`src/rtl/serial_frame_tx_pkg.sv`:
```
// serial_frame_tx_pkg: shared serial-link definitions
// Holds the frame state encoding and a frame-length helper for use by the
// transmitter, the receiver and the benches.
package serial_frame_tx_pkg;
    typedef enum logic [2:0] {
        IDLE   = 3'd0,
        START  = 3'd1,
        DATA   = 3'd2,
        PARITY = 3'd3,
        STOP   = 3'd4
    } state_t;

    // Frame length in clock cycles: start + data + optional parity + stop.
    function automatic int frame_len(input int data_width, input int clks_per_bit, input int parity_en);
        return (2 + data_width + parity_en) * clks_per_bit;
    endfunction
endpackage

```
`src/rtl/serial_frame_tx_baud.sv`:
```
// baud_tick_gen: bit-period counter for the serial transmitter
// Ports:
//   clk   in   system clock, rising edge
//   rst   in   asynchronous reset, active-high
//   clear in   restart the count at zero
//   tick  out  high on the last cycle of each bit period
module baud_tick_gen #(
    parameter int CLKS_PER_BIT = 16
) (
    input  logic clk,
    input  logic rst,
    input  logic clear,
    output logic tick
);
    localparam int CW = CLKS_PER_BIT > 1 ? $clog2(CLKS_PER_BIT) : 1;
    logic [CW-1:0] cnt;
    // With CLKS_PER_BIT=1 the counter stays at zero and every cycle ticks.
    assign tick = cnt == CW'(CLKS_PER_BIT - 1);
    always_ff @(posedge clk or posedge rst)
        if (rst) cnt <= '0;
        else     cnt <= (clear || tick) ? '0 : cnt + CW'(1);
endmodule

```
`src/rtl/serial_frame_tx.sv`:
```
// serial_frame_tx: serial line transmitter (start, data LSB first, optional parity, stop)
// Ports:
//   clk        in   system clock, rising edge
//   rst        in   asynchronous reset, active-high
//   data_in    in   word to send, sampled only on accept
//   valid_in   in   data_in is valid
//   ready_out  out  block can accept a word (high only in IDLE)
//   tx_out     out  serial line, idle high
//   busy       out  frame in progress
//   done       out  one-cycle pulse at frame end
module serial_frame_tx
    import serial_frame_tx_pkg::*;
#(
    parameter int DATA_WIDTH   = 8,
    parameter int CLKS_PER_BIT = 16,
    parameter int PARITY_EN    = 1,
    parameter int PARITY_ODD   = 0
) (
    input  logic                  clk,
    input  logic                  rst,
    input  logic [DATA_WIDTH-1:0] data_in,
    input  logic                  valid_in,
    output logic                  ready_out,
    output logic                  tx_out,
    output logic                  busy,
    output logic                  done
);
    localparam int IW = DATA_WIDTH > 1 ? $clog2(DATA_WIDTH) : 1;
    state_t                state, state_n;
    logic [DATA_WIDTH-1:0] shift, shift_n;
    logic [IW-1:0]         idx, idx_n;
    logic                  par, par_n, tx_n, done_n, tick;
    // Counter is held at zero while idle so the start bit gets a full period.
    baud_tick_gen #(.CLKS_PER_BIT(CLKS_PER_BIT)) u_baud (
        .clk  (clk),
        .rst  (rst),
        .clear(state == IDLE),
        .tick (tick)
    );
    // Outputs are computed for the next state and registered alongside it.
    always_comb begin
        state_n = state;
        shift_n = shift;
        idx_n   = idx;
        par_n   = par;
        tx_n    = tx_out;
        done_n  = 1'b0;
        case (state)
            IDLE: if (valid_in) begin
                state_n = START;
                shift_n = data_in;
                par_n   = ^data_in ^ (PARITY_ODD != 0);
                idx_n   = '0;
                tx_n    = 1'b0;
            end
            START: if (tick) begin
                state_n = DATA;
                tx_n    = shift[0];
            end
            DATA: if (tick) begin
                if (idx == IW'(DATA_WIDTH - 1)) begin
                    state_n = (PARITY_EN != 0) ? PARITY : STOP;
                    tx_n    = (PARITY_EN != 0) ? par : 1'b1;
                end else begin
                    shift_n = shift >> 1;
                    idx_n   = idx + IW'(1);
                    tx_n    = shift_n[0];
                end
            end
            PARITY: if (tick) begin
                state_n = STOP;
                tx_n    = 1'b1;
            end
            STOP: if (tick) begin
                state_n = IDLE;
                done_n  = 1'b1;
            end
            default: begin
                state_n = IDLE;
                tx_n    = 1'b1;
            end
        endcase
    end
    always_ff @(posedge clk or posedge rst) begin
        if (rst) begin
            state     <= IDLE;
            shift     <= '0;
            idx       <= '0;
            par       <= 1'b0;
            tx_out    <= 1'b1;
            done      <= 1'b0;
            ready_out <= 1'b1;
            busy      <= 1'b0;
        end else begin
            state     <= state_n;
            shift     <= shift_n;
            idx       <= idx_n;
            par       <= par_n;
            tx_out    <= tx_n;
            done      <= done_n;
            ready_out <= state_n == IDLE;
            busy      <= state_n != IDLE;
        end
    end
endmodule

```
`config.mk`:
```
export PLATFORM = sky130hd
export DESIGN_NAME = serial_frame_tx
export DESIGN_NICKNAME = d
export VERILOG_FILES = /design/src/rtl/serial_frame_tx_pkg.sv /design/src/rtl/serial_frame_tx_baud.sv /design/src/rtl/serial_frame_tx.sv
export SDC_FILE = /design/constraint.sdc
export NUM_CORES = 1
export LEC_CHECK = 0
export ABC_AREA = 1
export CAP_MARGIN = 20
export CORE_UTILIZATION = 35
export CTS_CLUSTER_DIAMETER = 100
export DETAILED_ROUTE_END_ITERATION = 10
export PLACE_DENSITY = 0.63
export REMOVE_ABC_BUFFERS = 1
export SETUP_SLACK_MARGIN = 0.02
export SKIP_LAST_GASP = 1
export SLEW_MARGIN = 30
export SYNTH_ARGS = -nofsm -noshare
export SYNTH_HDL_FRONTEND = slang
export SYNTH_HIERARCHICAL = 1
export SYNTH_SLANG_ARGS = --single-unit
```
`constraint.sdc`:
```
create_clock -name clk -period 1.75 [get_ports clk]
set_input_delay 0.35 -clock clk [delete_from_list [all_inputs] [get_ports clk]]
set_output_delay 0.35 -clock clk [all_outputs]
set_load 0.01 [all_outputs]
```
======== Yosys cells after proc, flatten, opt, wreduce, memory -nomap -nowiden ========
Cells that the tools add are included.
operators by class
  $mul .................................... 0
  $add $sub $neg .......................... 2
  muxes and demuxes ....................... 24
  $lt $le $gt $ge ......................... 0
  equal/unequal tests ..................... 11
  bitwise operators ....................... 1
  div/mod/pow operators ................... 0
  shifts and indexed selects .............. 0
  reduce and logical (&&, ||, !) cells .... 9
operators with widths
  kind                 number
  $mux 3               9
  $mux 8               3
  $pmux 8 s2           1
  $pmux 3 s5           1
  $reduce_xor 8->1     1
  $mux 1               7
  $eq 3x2->1 const B   2
  $eq 3x3->1 const B   2
  $logic_not 3->1      2
  $ne 2x1->1 const B   3
  $pmux 3 s2           1
  $pmux 1 s5           1
  $reduce_and 5->1     1
  $add 4x1->4 const B  1
  $eq 4x4->1 const B   1
  $mux 4               1
  $ne 2x2->1 const B   2
  $reduce_and 4->1     1
  $add 3x1->3 const B  1
  $eq 3x1->1 const B   1
  $reduce_bool 3->1    1
  $reduce_and 2->1     1
  $reduce_bool 2->1    1
  $logic_or 1x1->1     1
  $not 1->1            1
storage, ports and cells
  bits of input ports ..................... 11
  bits in read-only memories .............. 0
  output and inout port bits .............. 4
  register bits after elaboration ......... 23
  bits in latches ......................... 0
  word-level logic and storage cells ...... 56
  bits in writable memories ............... 0
  memories ................................ 0

======== Logic depth before layout (Yosys ltp) ========
Gate-level depths: netlist of run 1.
  depth after elaboration ................. 5
  gate-level depth with buffers ........... 11
  gate-level depth less buffers ........... 11

======== By module ========
The synthesis of run 1 kept the hierarchy.
by module, submodules not included
  module           sequential area each (um^2)  cells an instance  times used  area each (um^2)
  serial_frame_tx  478.0                        153                1           1147.4
  baud_tick_gen    100.1                        20                 1           196.4

======== Worst setup path after synthesis of run 1 ========
No wires, ideal clock.
  path kind ............................... reg2reg
  start ................................... register u_baud.cnt[0]
  end ..................................... register idx[0]
  clock period less this slack ............ 1.643 ns
  library setup time ...................... 0.126 ns
  stages on the path, launching flop included .. 10
  slack ................................... 0.107 ns
  required time ........................... 1.624 ns
  data arrival time ....................... 1.517 ns
  buffers on the path ..................... 1
  path through ............................ dfrtp_1 ha_1 nand2_2 nor2_1 inv_1 nand2_1 o21ai_1 nor3_4 buf_6 o21ai_0
between the ends
  longest elaborated chain between the ends .. 3
ends and longest elaborated chain
  item                        RTL line                    source
  start, declared             serial_frame_tx_baud.sv:16  logic [CW-1:0] cnt;
  start signal, assigned      serial_frame_tx_baud.sv:21  else cnt <= (clear || tick) ? '0 : cnt + CW'(1);
  $eq 4x4->1                  serial_frame_tx_baud.sv:18  assign tick = cnt == CW'(CLKS_PER_BIT - 1);
  via tick                    serial_frame_tx.sv:32       logic par, par_n, tx_n, done_n, tick;
  $ne 2x1->1 (no line)        --
  $reduce_and 4->1 (no line)  --
  end signal, assigned        serial_frame_tx.sv:97       idx <= idx_n;
  end, declared               serial_frame_tx.sv:31       logic [IW-1:0] idx, idx_n;
The timed path passes the listed nets, and every way through them passes these cells.
A chain may end at the register's enable or synchronous reset.

======== Worst setup path after layout of run 1 ========
  start ................................... register u_baud.cnt[1]
  end ..................................... register idx[2]
The elaborated chain is that of the path after synthesis.

==> results by stage, run 1 <==
Run status:
- The run finished with clean final reports.

Setup path:
- The kind of cell with the highest combined delay along the critical path is simple AND/OR/NAND/NOR gates.
- The sum of buffers and inverters on the critical path is 3.
- The worst endpoint data arrival time is 1830 ps.
- The cell with the largest stage delay on the worst path is sky130_fd_sc_hd__dfrtp_1.
- The type of destination of the critical path is a flop.
- The most common cell type on the critical path is sky130_fd_sc_hd__nand2_4.
- The maximum net fanout on the critical path is 5.
- Traced cell by cell, the critical path runs through ha_2, nand2_4, nor2_4, inv_2, nand2_4, o21ai_4, nor3_4, buf_6, clkbuf_16, o21ai_2.
- The type of the worst setup path is reg2reg.
- For the worst setup path, the data required time is 1910 ps.
- The critical path's largest stage delay is 380 ps.
- The startpoint class of the critical path is a flop.

Logic synthesis:
- The most frequent cell after synthesis is sky130_fd_sc_hd__nand2_1.
- Counting instances in the post-synthesis netlist gives the leading cell types as sky130_fd_sc_hd__nand2_1 (55), sky130_fd_sc_hd__inv_1 (31), sky130_fd_sc_hd__dfrtp_1 (21).
- Counting flops with a built-in enable in the synthesized netlist gives 0.
- Synthesis handed over a netlist of 173 instances.
- The yosys synthesis warning count is 6.
- For this run, the leading register cell type out of synthesis is sky130_fd_sc_hd__dfrtp_1.
- The synthesized design contains 23 register bits.
- Of the synthesized area, sequential elements account for 0.430.
- Ranked by total cell area, the synthesized netlist is headed by sky130_fd_sc_hd__dfrtp_1 (39%), sky130_fd_sc_hd__nand2_1 (15%), sky130_fd_sc_hd__inv_1 (8.7%).
- The average instance in the mapped netlist occupies 7.77 sq um.
- Summing every instance area after synthesis gives 1340 sq um.
- The top cell type's share of synthesized area is 0.391.
- The number of different library cells in the post-synthesis netlist is 27.
- The async set or reset register ratio after synthesis is 1.00.
- The cell taking the most area after synthesis is sky130_fd_sc_hd__dfrtp_1.

Detailed routing:
- The post-route antenna net violation count is 0.
- The average detailed-routed wire length per instance is 10.0 um.
- The overall via count from detail_route is 1123.
- Summed over all layers, the routed wires come to 2.47 mm.
- Dividing the detail-routed via count by the number of cells gives 4.55.
- For this run, design rule violations remaining after detail routing come to 0.
- The first-pass iteration count of the detailed router is 4.
- The first routing iteration left 56 violations.

CTS:
- Clock-pin slew was measured on the worst setup and hold paths at 80 ps.
- The clock latency on the worst-skew pair is 260 ps.
- The CTS tree is yes.
- The number of buffers created by CTS is 3.
- No sink is reached through more buffers than the 2 on the longest clock path.
- The cell at the root of the clock tree is sky130_fd_sc_hd__clkbuf_8.
- The hold buffer count at CTS is 0.
- The CTS sink count is 23.
- CTS built an H-tree with a depth of 1.

Final layout:
- Summing all multi-input logic gate instances after layout gives 652 sq um.
- At the end of the flow the core is filled with cells to 0.471.
- The total number of nets in the final design is 214.
- After filler insertion, the fill cell instance count of the layout stands at 347.
- The total area of sequential cells is 578 sq um.
- Relative to the synthesized area, the layout overhead comes to 28.2%.
- The antenna diode count is 0.
- The post-layout instance area is 1720 sq um.
- The share of post-route cells with drive strength above 1 is 0.206.

Timing:
- The maximum frequency from static timing analysis is 597 MHz.
- For the final routed database, the setup TNS stands at 0 ps.
- The worst pin sits at a relative slew slack of 0.731.
- The final-report setup violation count is 0.
- The share of the clock period used by the worst path is 0.958.
- Setup repair after global routing left no endpoint under its margin.
- The final count of pins violating max slew is 0.
- The transition time at the pin with the least slew margin is 401 ps.
- The final critical delay including setup and external delays is 1680 ps.
- Clock skew on the completed layout was measured at 1.69 ps.
- Final hold analysis gives a worst-case slack of 303 ps.
- The number of hold violations in the final report came to 0.

Floorplanning:
- The region available for standard cell placement spans 3660 sq um.
- The number of placement rows is 22.
- The die area is 4090 sq um.
- The die is 64.0 um tall.
- The die is 64.0 um wide.
- The number of placed I/O pins is 15.
- The initial cell density of the core is 0.367.

Global routing:
- The global-route wire length before repair is 4.43 mm.
- The initial antenna violation count is 0.
- The via count of the first global-routing pass is 1055.
- For this run the aggregate overflow at the end of global routing stands at 0.
- The overall global routing resource usage is 0.138.
- Entering global routing, the biggest net connects 19 pins.

Min path:
- The kind of path behind the tightest hold check is in2async.

Run:
- The tool flagged a number of max-cap violations equal to 0.

Power:
- The largest voltage drop on the vdd net is 0.263 mV.
- The overall power of the completed layout is 0.000944 W.
- The leakage component of the power is 0.920 nW.
- The areal power density over the cells is 548 nW/um^2.

Placement:
- After detailed placement, the total cell area comes to 1560 sq um.
- The number of I/O port buffers is 14.
- The last weighted congestion value of the routability-driven placer is 0.788.
- Once detailed placement completed, the half-perimeter wirelength came to 1.72 mm.
[cell usage in the layout, fill, tap and decap left out, types with 2 or more instances in the layout]
cell type                         count
sky130_fd_sc_hd__buf_4                7
sky130_fd_sc_hd__ha_1                 2
sky130_fd_sc_hd__nand3_2              3
sky130_fd_sc_hd__dfrtp_1             21
sky130_fd_sc_hd__nand3_1              4
sky130_fd_sc_hd__dfstp_2              2
sky130_fd_sc_hd__o21ai_2              9
sky130_fd_sc_hd__o21ai_0              8
sky130_fd_sc_hd__nor2_4               3
sky130_fd_sc_hd__clkbuf_8             3
sky130_fd_sc_hd__nand2_1             54
sky130_fd_sc_hd__nor3_1               2
sky130_fd_sc_hd__buf_6                2
sky130_fd_sc_hd__nor2_1              13
sky130_fd_sc_hd__inv_1               30
sky130_fd_sc_hd__nand2_4              3
sky130_fd_sc_hd__a21oi_1              3
sky130_fd_sc_hd__inv_2                2
sky130_fd_sc_hd__clkdlybuf4s50_1     14
[worst register-to-register path, stage by stage, from the launching register on]
cell	delay, ps
sky130_fd_sc_hd__dfrtp_1	380
sky130_fd_sc_hd__ha_2	220
sky130_fd_sc_hd__nand2_4	70
sky130_fd_sc_hd__nor2_4	120
sky130_fd_sc_hd__inv_2	60
sky130_fd_sc_hd__nand2_4	70
sky130_fd_sc_hd__o21ai_4	70
sky130_fd_sc_hd__nor3_4	240
sky130_fd_sc_hd__buf_6	160
sky130_fd_sc_hd__clkbuf_16	140
sky130_fd_sc_hd__o21ai_2	50
[cell families (layout without fill, tap and decap cells)]
family	after synthesis	after routing	share of synthesized area
xor gates and xnor gates	1	1	0.00652
AOI/OAI and AO/OA	25	25	0.131
and+or+nand+nor	86	86	0.294
DFF	23	23	0.430
buffers and inverters	35	61	0.110
adders and majority gates	3	3	0.0279
[report_power, final]
group          total (W)  switching (W)  internal, W  leakage, nW
Clock           0.000326       0.000163     0.000162       0.0228
Sequential      0.000531              0     0.000531        0.242
Combinational  0.0000869      0.0000472    0.0000397        0.655
Total           0.000944       0.000211     0.000733        0.920
[timing repair]
action | 4_1_cts | 5_1_grt
pin swaps | 1 | 3
setup endpoints to repair | 2 | 11
gates cloned | 1 | 1
setup buffers | 1 | 5
gates resized for setup | 1 | 12
[final timing paths]
path,slack (ps),endpoint,start,cells after the start
max,70,idx[2],u_baud/cnt[1],10
min,300,u_baud/cnt[0],rst,2
max reg2reg,70,idx[2],u_baud/cnt[1],10
min reg2reg,480,tx_out,tx_out,2
max in group asynchronous,910,shift[5],rst,3
min in group clk,480,tx_out,tx_out,2
[per-layer routing]
layer	vias up	track usage	share of wire
li1	587	-	-
met1	509	0.171	0.47
met2	25	0.235	0.49
met3	2	0.0232	0.034
met4	0	0.0540	0.0077
met5	-	0	0
[through the flow]
stage,cells,setup slack [ps]
after floorplan,170,-220
after CTS,242,38.6
after global routing,247,0.969
final,247,73.7
after detailed placement,236,30.2
after global placement,236,115
[sequential cells by signal, summed over array words and instances (netlist names)]
signal,count
busy,1
done,1
idx,3
par,1
ready_out,1
shift,8
state,3
tx_out,1
u_baud/cnt,4
[cell type report]
class | count | area share
Clock buffer | 4 | 0.0261
Inverter | 32 | 0.0697
Multi-Input combinational cell | 115 | 0.378
Sequential cell | 23 | 0.336
Tap cell | 48 | 0.0349
Timing Repair Buffer | 25 | 0.155
No activity file was read; power rests on OpenSTA's default activity.
==> inputs of run 2 (changes only) <==
--- a/config.mk
+++ b/config.mk
@@ -11,6 +11,7 @@
 export CTS_CLUSTER_DIAMETER = 100
 export DETAILED_ROUTE_END_ITERATION = 10
 export PLACE_DENSITY = 0.63
+export RECOVER_POWER = 25
 export REMOVE_ABC_BUFFERS = 1
 export SETUP_SLACK_MARGIN = 0.02
 export SKIP_LAST_GASP = 1
==> run 2 against run 1 <==
Power hardly changed. Register-to-register slack hardly changed. First-iteration DRC count is 8.9% higher. Sequential share of layout area is 0.073 points higher. Global-route usage stayed put. Critical path depth stayed put. Sequential cell count stayed put. Critical path type unchanged. Critical endpoint unchanged.
==> results by stage, run 2 (synthesis results as in run 1) <==
Floorplanning:
- The die width is 64.0 um (unchanged).
- The number of placement rows is 22 (unchanged).
- The number of placed I/O pins is 15 (unchanged).
- The die area was 4090 sq um (unchanged).
- The area inside the core boundary is 3660 sq um (unchanged).
- The vertical extent of the die is 64.0 um (unchanged).
- The initial cell density of the core came to 0.367 (unchanged).

Power:
- The proportion of power drawn by combinational gates is 0.091 (about the same).
- The internal portion of total power is 0.000732 W (-0.19%).
- The clock power share was 0.347 (+0.002).
- The areal power density over the cells is 549 nW/um^2 (+0.23%).
- The sequential fraction of design power came to 0.563 (about the same).
- The leakage component of the power was 0.917 nW (-0.36%).
- The share of total power consumed by net switching is 0.225 (+0.00160).
- The power dissipated by switching net loads is 0.000212 W (+0.73%).
- The largest voltage drop on the vdd net is 0.264 mV (+0.48%).

Final layout:
- The final core utilization is 0.470 (-0.00103).
- The filler cell count was 349 (+0.58%).
- The antenna diode count is 0 (unchanged).
- The post-layout instance area is 1720 sq um (-0.22%).
- The total area of sequential cells is 578 sq um (unchanged).
- In the final layout, the registers with the most flip-flops are shift: 8 flops, u_baud/cnt: 4 flops.
- The footprint of the multi-input gates came to 652 sq um (unchanged).
- The leading cell type in the layout, fill and taps excluded is sky130_fd_sc_hd__nand2_1.
- The total number of nets in the final design is 214 (unchanged).
- The top cell types in the final layout, fill and taps aside, are sky130_fd_sc_hd__nand2_1 (54), sky130_fd_sc_hd__inv_1 (30), sky130_fd_sc_hd__dfrtp_1 (21).
- Relative to the synthesized area, the layout overhead comes to 27.9%.
- The share of post-route cells with drive strength above 1 is 0.201 (-0.00503).
- The flip-flop count of the largest register, all copies and words added is 8 (unchanged).
- The largest register by flop count is shift.

Detailed routing:
- The detailed-route wire length was 2.47 mm (+0.16%).
- The first-iteration detailed-routing DRC count is 61 (+8.9%).
- The per-cell via count in the routed design is 4.54 (-0.18%).
- The overall via count from detail_route came to 1121 (-0.18%).
- The first-pass iteration count of the detailed router was 4 (unchanged).
- The average detailed-routed wire length per instance was 10.0 um (+0.16%).
- The post-route antenna net violation count is 0 (unchanged).
- The residual DRC count was 0 (unchanged).

Global routing:
- The via count of the first global-routing pass is 1055 (unchanged).
- The overall global routing resource usage is 0.138 (unchanged).
- The largest net degree at the start of global routing is 19 (unchanged).
- The global-route wire length before repair is 4.43 mm (unchanged).
- The initial antenna violation count is 0 (unchanged).
- The total overflow reported by the global router is 0 (unchanged).

Placement:
- The last weighted congestion value of the routability-driven placer is 0.788 (unchanged).
- The number of I/O port buffers is 14 (unchanged).
- The placed wire-length estimate is 1.72 mm (unchanged).
- The cell area after placement is 1560 sq um (unchanged).

CTS:
- The clock latency on the worst-skew pair came to 260 ps (about the same).
- The CTS tree is yes.
- The hold buffer count at CTS was 0 (unchanged).
- The clock-pin transition on the worst setup and hold timing paths came to 80 ps (about the same).
- The maximum clock insertion buffer count is 2 (unchanged).
- The number of H-tree branching levels is 1 (unchanged).
- The CTS sink count is 23 (unchanged).
- The number of buffers created by CTS is 3 (unchanged).
- The cell at the root of the clock tree is sky130_fd_sc_hd__clkbuf_8.

Timing:
- The final-report setup violation count is 0 (unchanged).
- The relative slew slack is 0.563 (-0.168).
- The maximum frequency from static timing analysis came to 597 MHz (about the same).
- The final critical delay including setup and external delays is 1670 ps (-1.31 ps).
- The number of hold violations in the final report came to 0 (unchanged).
- The final count of pins violating max slew is 0 (unchanged).
- The worst-case clock skew is 1.73 ps (+0.0316 ps).
- Setup repair after global routing left no endpoint under its margin.
- The share of the clock period used by the worst path is 0.957 (about the same).
- The transition time at the pin with the least slew margin is 656 ps (+254 ps).

Setup path:
- The required time of the worst setup path is 1910 ps (about the same).
- The setup path with the least slack is of type reg2reg.
- STA classifies the critical path endpoint as a flop.
- The worst endpoint data arrival time is 1830 ps (about the same).
- STA classifies the critical path startpoint as a flop.
- The maximum net fanout on the critical path came to 5 (unchanged).

Run status:
- The run finished with clean final reports.

Run:
- The number of max-cap violations is 0 (unchanged).

Min path:
- The tightest min-delay check is of the in2async type.
[run 2: cell types whose count changed in the layout (fill, tap and decap cells not counted)]
cell	previous run	this run
sky130_fd_sc_hd__buf_4	7	6
sky130_fd_sc_hd__dlygate4sd3_1	0	1
sky130_fd_sc_hd__clkdlybuf4s50_1	14	13
sky130_fd_sc_hd__clkbuf_1	1	2
[run 2: per-stage QoR]
stage               worst slack, ps  setup TNS (ps)  power [W]  hold slack (ps)  std cells
finish                         75.0               0   0.000944              434        247
global route                  0.969               0   0.000985              431        247
CTS                            38.6               0   0.000955              304        242
detailed placement             30.2               0   0.000629              466        236
global placement                115               0   0.000627              459        236
floorplan                      -220           -2290   0.000588              116        170
[run 2: final cells by class]
class | count | share of cell area
multi-input combinational | 115 | 0.379
sequential | 23 | 0.336
timing repair buffer | 25 | 0.154
inverter | 32 | 0.0699
tap | 48 | 0.0349
clock buffer | 4 | 0.0262
[run 2: final timing paths]
kind | slack [ps] | depth (start not counted) | to | from
max | 80 | 10 | idx[2] | u_baud/cnt[1]
min reg2reg | 480 | 2 | tx_out | tx_out
max reg2reg | 80 | 10 | idx[2] | u_baud/cnt[1]
min in group clk | 480 | 2 | tx_out | tx_out
min | 430 | 2 | u_baud/cnt[0] | rst
max in group asynchronous | 370 | 3 | idx[2] | rst
[run 2: power by group through the flow]
stage | registers [W] | clock network [W] | logic, W
floorplan | 0.000542 | 0 | 0.0000468
global placement | 0.000542 | 0 | 0.0000854
detailed placement | 0.000542 | 0 | 0.0000870
CTS | 0.000531 | 0.000337 | 0.0000872
global route | 0.000531 | 0.000354 | 0.000101
finish | 0.000531 | 0.000327 | 0.0000855
[run 2: layer usage]
metal | GRT usage | routed length, um
met4 | 0.0540 | 19
met1 | 0.171 | 1160
met3 | 0.0232 | 80
met5 | 0 | 0
met2 | 0.235 | 1210
[run 2: critical path, stage by stage (launching register included)]
cell and delay (ps):
sky130_fd_sc_hd__dfrtp_1 380, sky130_fd_sc_hd__ha_2 220, sky130_fd_sc_hd__nand2_4 70, sky130_fd_sc_hd__nor2_4 120, sky130_fd_sc_hd__inv_2 60, sky130_fd_sc_hd__nand2_4 70, sky130_fd_sc_hd__o21ai_4 70, sky130_fd_sc_hd__nor3_4 240
sky130_fd_sc_hd__buf_6 160, sky130_fd_sc_hd__clkbuf_16 140, sky130_fd_sc_hd__o21ai_2 50
[run 2: repair_timing]
| action | 4_1_cts | 5_1_grt |
|---|---|---|
| hold endpoints to repair | 0 | 0 |
| gates cloned | 1 | 1 |
| setup buffers | 1 | 5 |
| gates resized for setup | 1 | 12 |
| setup endpoints to repair | 2 | 11 |
| pin swaps | 1 | 3 |
==> inputs of run 3 (changes only) <==
--- a/config.mk
+++ b/config.mk
@@ -5,12 +5,11 @@
 export SDC_FILE = /design/constraint.sdc
 export NUM_CORES = 1
 export LEC_CHECK = 0
-export ABC_AREA = 1
 export CAP_MARGIN = 20
 export CORE_UTILIZATION = 35
 export CTS_CLUSTER_DIAMETER = 100
 export DETAILED_ROUTE_END_ITERATION = 10
-export PLACE_DENSITY = 0.63
+export PLACE_DENSITY = 0.64
 export RECOVER_POWER = 25
 export REMOVE_ABC_BUFFERS = 1
 export SETUP_SLACK_MARGIN = 0.02
==> run 3 against run 2 <==
Setup slack improved by 3.4 ps. Sequential share of layout area increased by 7.7 points. Register-to-register slack about the same. Critical path type unchanged. Sequential power increased by 69%. Fmax increased by 0.20%. Sequential cell count unchanged. Largest power group unchanged. Power increased by 89%. Synthesized cell count decreased by 38%. Clock power decreased by 26%. Highest routed layer is now met3. Final cell count decreased by 30%.
==> results by stage, run 3 <==
Setup path:
- The worst-case register-to-register setup slack was 80 ps (about the same).
- The capture point of the worst reg-to-reg path is busy.
- The worst setup path is launched from a flop.
- The maximum net fanout on the critical path is 9 (+4).
- The worst setup path is of the reg2reg kind.
- The most critical setup path has its endpoint at busy.
- STA classifies the critical path endpoint as a flop.
- The reg-to-reg startpoint is u_baud/cnt[1].
- Tracing the worst setup path back leads to its startpoint at u_baud/cnt[1].
- The required time of the worst setup path was 1950 ps (+40 ps).
- The cell count of the worst reg-to-reg path was 5 (-5).
- The worst endpoint data arrival time was 1870 ps (+40 ps).

Timing:
- The relative slew slack came to 0.352 (-0.211).
- The final-report setup violation count is 0 (unchanged).
- The transition time at the pin with the least slew margin is 972 ps (+316 ps).
- The maximum frequency from static timing analysis is 598 MHz (+0.20%).
- The worst-case clock skew is 1.60 ps (-0.120 ps).
- The worst hold slack after final layout is 368 ps (-66.7 ps).
- The number of hold violations in the final report was 0 (unchanged).
- The share of the clock period used by the worst path is 0.955 (-0.00192).
- The final critical delay including setup and external delays came to 1670 ps (-3.36 ps).
- The final count of pins violating max slew is 0 (unchanged).
- Setup repair after global routing could not meet its margin everywhere.
- The setup TNS is 0 ps (unchanged).

CTS:
- The CTS sink count came to 23 (unchanged).
- The number of buffers created by CTS is 3 (unchanged).
- The clock-pin transition on the worst setup and hold timing paths is 120 ps (+40 ps).
- The cell at the root of the clock tree is sky130_fd_sc_hd__clkbuf_4.
- The number of H-tree branching levels is 1 (unchanged).
- The CTS tree is yes.
- The maximum clock insertion buffer count was 2 (unchanged).
- The hold buffer count at CTS is 0 (unchanged).
- The clock latency on the worst-skew pair was 300 ps (+40 ps).

Detailed routing:
- The overall via count from detail_route came to 808 (-28%).
- The first-pass iteration count of the detailed router was 4 (unchanged).
- The detailed-route wire length is 1.89 mm (-23%).
- The post-route antenna net violation count is 0 (unchanged).
- The residual DRC count is 0 (unchanged).
- The average detailed-routed wire length per instance is 10.9 um (+9.3%).
- The first-iteration detailed-routing DRC count is 23 (-62%).
- The per-cell via count in the routed design is 4.67 (+2.9%).

Global routing:
- The largest net degree at the start of global routing is 20 (+1).
- The total overflow reported by the global router is 0 (unchanged).
- The global-route wire length before repair is 3.29 mm (-26%).
- The initial antenna violation count came to 0 (unchanged).
- The via count of the first global-routing pass is 757 (-28%).
- The overall global routing resource usage came to 0.125 (-0.0128).

Logic synthesis:
- Yosys attributes the largest share of cell area to sky130_fd_sc_hd__dfrtp_1 (46%), sky130_fd_sc_hd__mux2i_1 (7.1%), sky130_fd_sc_hd__xnor2_1 (6.2%).
- The share of the synthesized netlist area taken by xor and xnor gates is 0.0697 (+0.0632).
- The mean cell area of the mapped netlist is 10.6 sq um (+36%).
- The async set or reset register ratio after synthesis was 1.00 (unchanged).
- By area, the combinational part of the netlist is dominated by simple AND/OR/NAND/NOR gates.
- The most frequent cell after synthesis is sky130_fd_sc_hd__dfrtp_1.
- The yosys synthesis warning count is 6 (unchanged).
- The number of different library cells in the post-synthesis netlist is 31 (+15%).
- The arithmetic-cell share of the synthesized area counting full adders, half adders and majority gates is 0.0332 (+0.00525).
- The number of standard cells after synthesis was 107 (-38%).
- The sequential cell area fraction in the yosys report is 0.511 (+0.0809).
- The synthesized area is 1130 sq um (-16%).
- By count the netlist is led by sky130_fd_sc_hd__dfrtp_1 (21), sky130_fd_sc_hd__nand2_1 (15), sky130_fd_sc_hd__o21ai_1 (9).
- The simple-gate share of the synthesized area was 0.168 (-0.126).
- The cell taking the most area after synthesis is sky130_fd_sc_hd__dfrtp_1.
- The number of synthesized flops with an enable pin is 0 (unchanged).
- The multiplexer share of the synthesized area is 0.0808 (+0.0808).
- The top cell type's share of synthesized area is 0.465 (+0.0735).
- The compound-gate portion of the synthesized area is 0.111 (-0.0207).
- The number of synthesized register bits is 23 (unchanged).
- The most instantiated flip-flop cell in the synthesis netlist is sky130_fd_sc_hd__dfrtp_1.

Final layout:
- The library cell used most frequently in the layout, excluding fill and tap cells, is sky130_fd_sc_hd__dfrtp_1.
- The antenna diode count is 0 (unchanged).
- In the layout the commonest cells are sky130_fd_sc_hd__dfrtp_1 (21), sky130_fd_sc_hd__nand2_1 (15), sky130_fd_sc_hd__clkdlybuf4s50_1 (11).
- The flip-flop count of the largest register, all copies and words added came to 8 (unchanged).
- The filler cell count is 316 (-9.5%).
- The filler-free cell count of the finished design was 173 (-30%).
- The total number of nets in the final design is 144 (-33%).
- The share of post-route cells with drive strength above 1 is 0.155 (-0.0460).
- The final core utilization is 0.459 (-0.0110).
- The largest registers in the layout are shift: 8 flops, u_baud/cnt: 4 flops.
- The largest register by flop count is shift.
- The synthesis-to-layout area growth is 23.8%.

Min path:
- The kind of path behind the tightest hold check is in2async.

Placement:
- The number of instances in the placed design is 168 (-29%).
- The last weighted congestion value of the routability-driven placer came to 0.808 (+2.6%).
- The number of I/O port buffers is 14 (unchanged).
- The placed wire-length estimate is 1.40 mm (-18%).

Floorplanning:
- The number of placed I/O pins is 15 (unchanged).
- The initial cell density of the core is 0.370 (+0.00344).
- The number of placement rows is 20 (-9.1%).
- The vertical extent of the die came to 58.8 um (-8.0%).
- The die width is 58.8 um (-8.0%).
- The die area is 3460 sq um (-15%).
- The area inside the core boundary came to 3050 sq um (-17%).

Power:
- The overall power of the completed layout came to 0.00178 W (+89%).
- The largest voltage drop on the vdd net is 0.619 mV (+130%).
- The areal power density over the cells is 1270 nW/um^2 (+130%).
- The leakage component of the power is 0.668 nW (-27%).

Run status:
- The run finished with clean final reports.

Run:
- The number of max-cap violations is 0 (unchanged).
run 3: changes by cell type after synthesis, sizes merged, moves of 2 or more:
cell / previous run / this run
xnor2: 1 / 8
inv: 32 / 2
mux2i: 0 / 8
and3: 0 / 2
a21oi: 3 / 0
nor2: 17 / 6
o21ai: 19 / 15
nand2: 57 / 16
nand3: 7 / 2
a21o: 0 / 2
a311oi: 0 / 2
run 3: area by class of cell:
| cell class | count | area, sq um | area share |
|---|---|---|---|
| Tap cell | 44 | 55.1 | 0.0393 |
| Multi-Input combinational cell | 78 | 532 | 0.380 |
| Clock buffer | 4 | 26.3 | 0.0188 |
| Inverter | 2 | 7.51 | 0.00536 |
| Timing Repair Buffer | 22 | 201 | 0.144 |
| Sequential cell | 23 | 578 | 0.413 |
run 3: per-stage QoR:
step | setup WS (ps) | instance area (sq um)
5_1_grt | 0.277 | 1400
3_5_place_dp | -40.7 | 1360
2_1_floorplan | -80.3 | 1110
6_report | 78.4 | 1400
4_1_cts | 30.1 | 1390
3_3_place_gp | 14.9 | 1360
run 3: cell families (layout without fill, tap and decap cells):
kind of cell               count (synthesis)  in the layout
DFF                                       23             23
buffers and inverters                      6             28
AOI/OAI and AO/OA                         21             21
xor gates and xnor gates                   9              9
adders and majority gates                  3              3
muxes                                      9              9
and+or+nand+nor                           36             36
run 3: repair_timing:
| action | 4_1_cts | 5_1_grt |
|---|---|---|
| endpoints found under the setup margin | 2 | 7 |
| gates cloned | 0 | 0 |
| gates resized for setup | 1 | 4 |
| buffers inserted | 1 | 0 |
run 3: how the worst min path moves through the flow:
stage	from	end
2_1_floorplan	rst	u_baud/cnt[0]
4_1_cts	rst	u_baud/cnt[3]
3_5_place_dp	par	par
5_1_grt	rst	u_baud/cnt[2]
3_3_place_gp	par	par
6_report	rst	u_baud/cnt[3]
run 3: worst max-delay path: stages, from the launching register on:
cell and delay, ps:
sky130_fd_sc_hd__dfrtp_1 420, sky130_fd_sc_hd__ha_1 230, sky130_fd_sc_hd__and3_4 230, sky130_fd_sc_hd__a311oi_2 230, sky130_fd_sc_hd__nor3b_1 90, sky130_fd_sc_hd__or3_1 370
run 3: routing by layer:
metal,up-vias,track usage,wire length (um)
li1,416,-,-
met1,374,0.165,907
met2,18,0.205,893
met3,0,0.0396,92
met4,0,0.0204,0
met5,-,0,0
run 3: power breakdown:
group          internal, W  switching [W]
logic             0.000351       0.000296
registers         0.000746       0.000151
clock network    0.0000889       0.000152
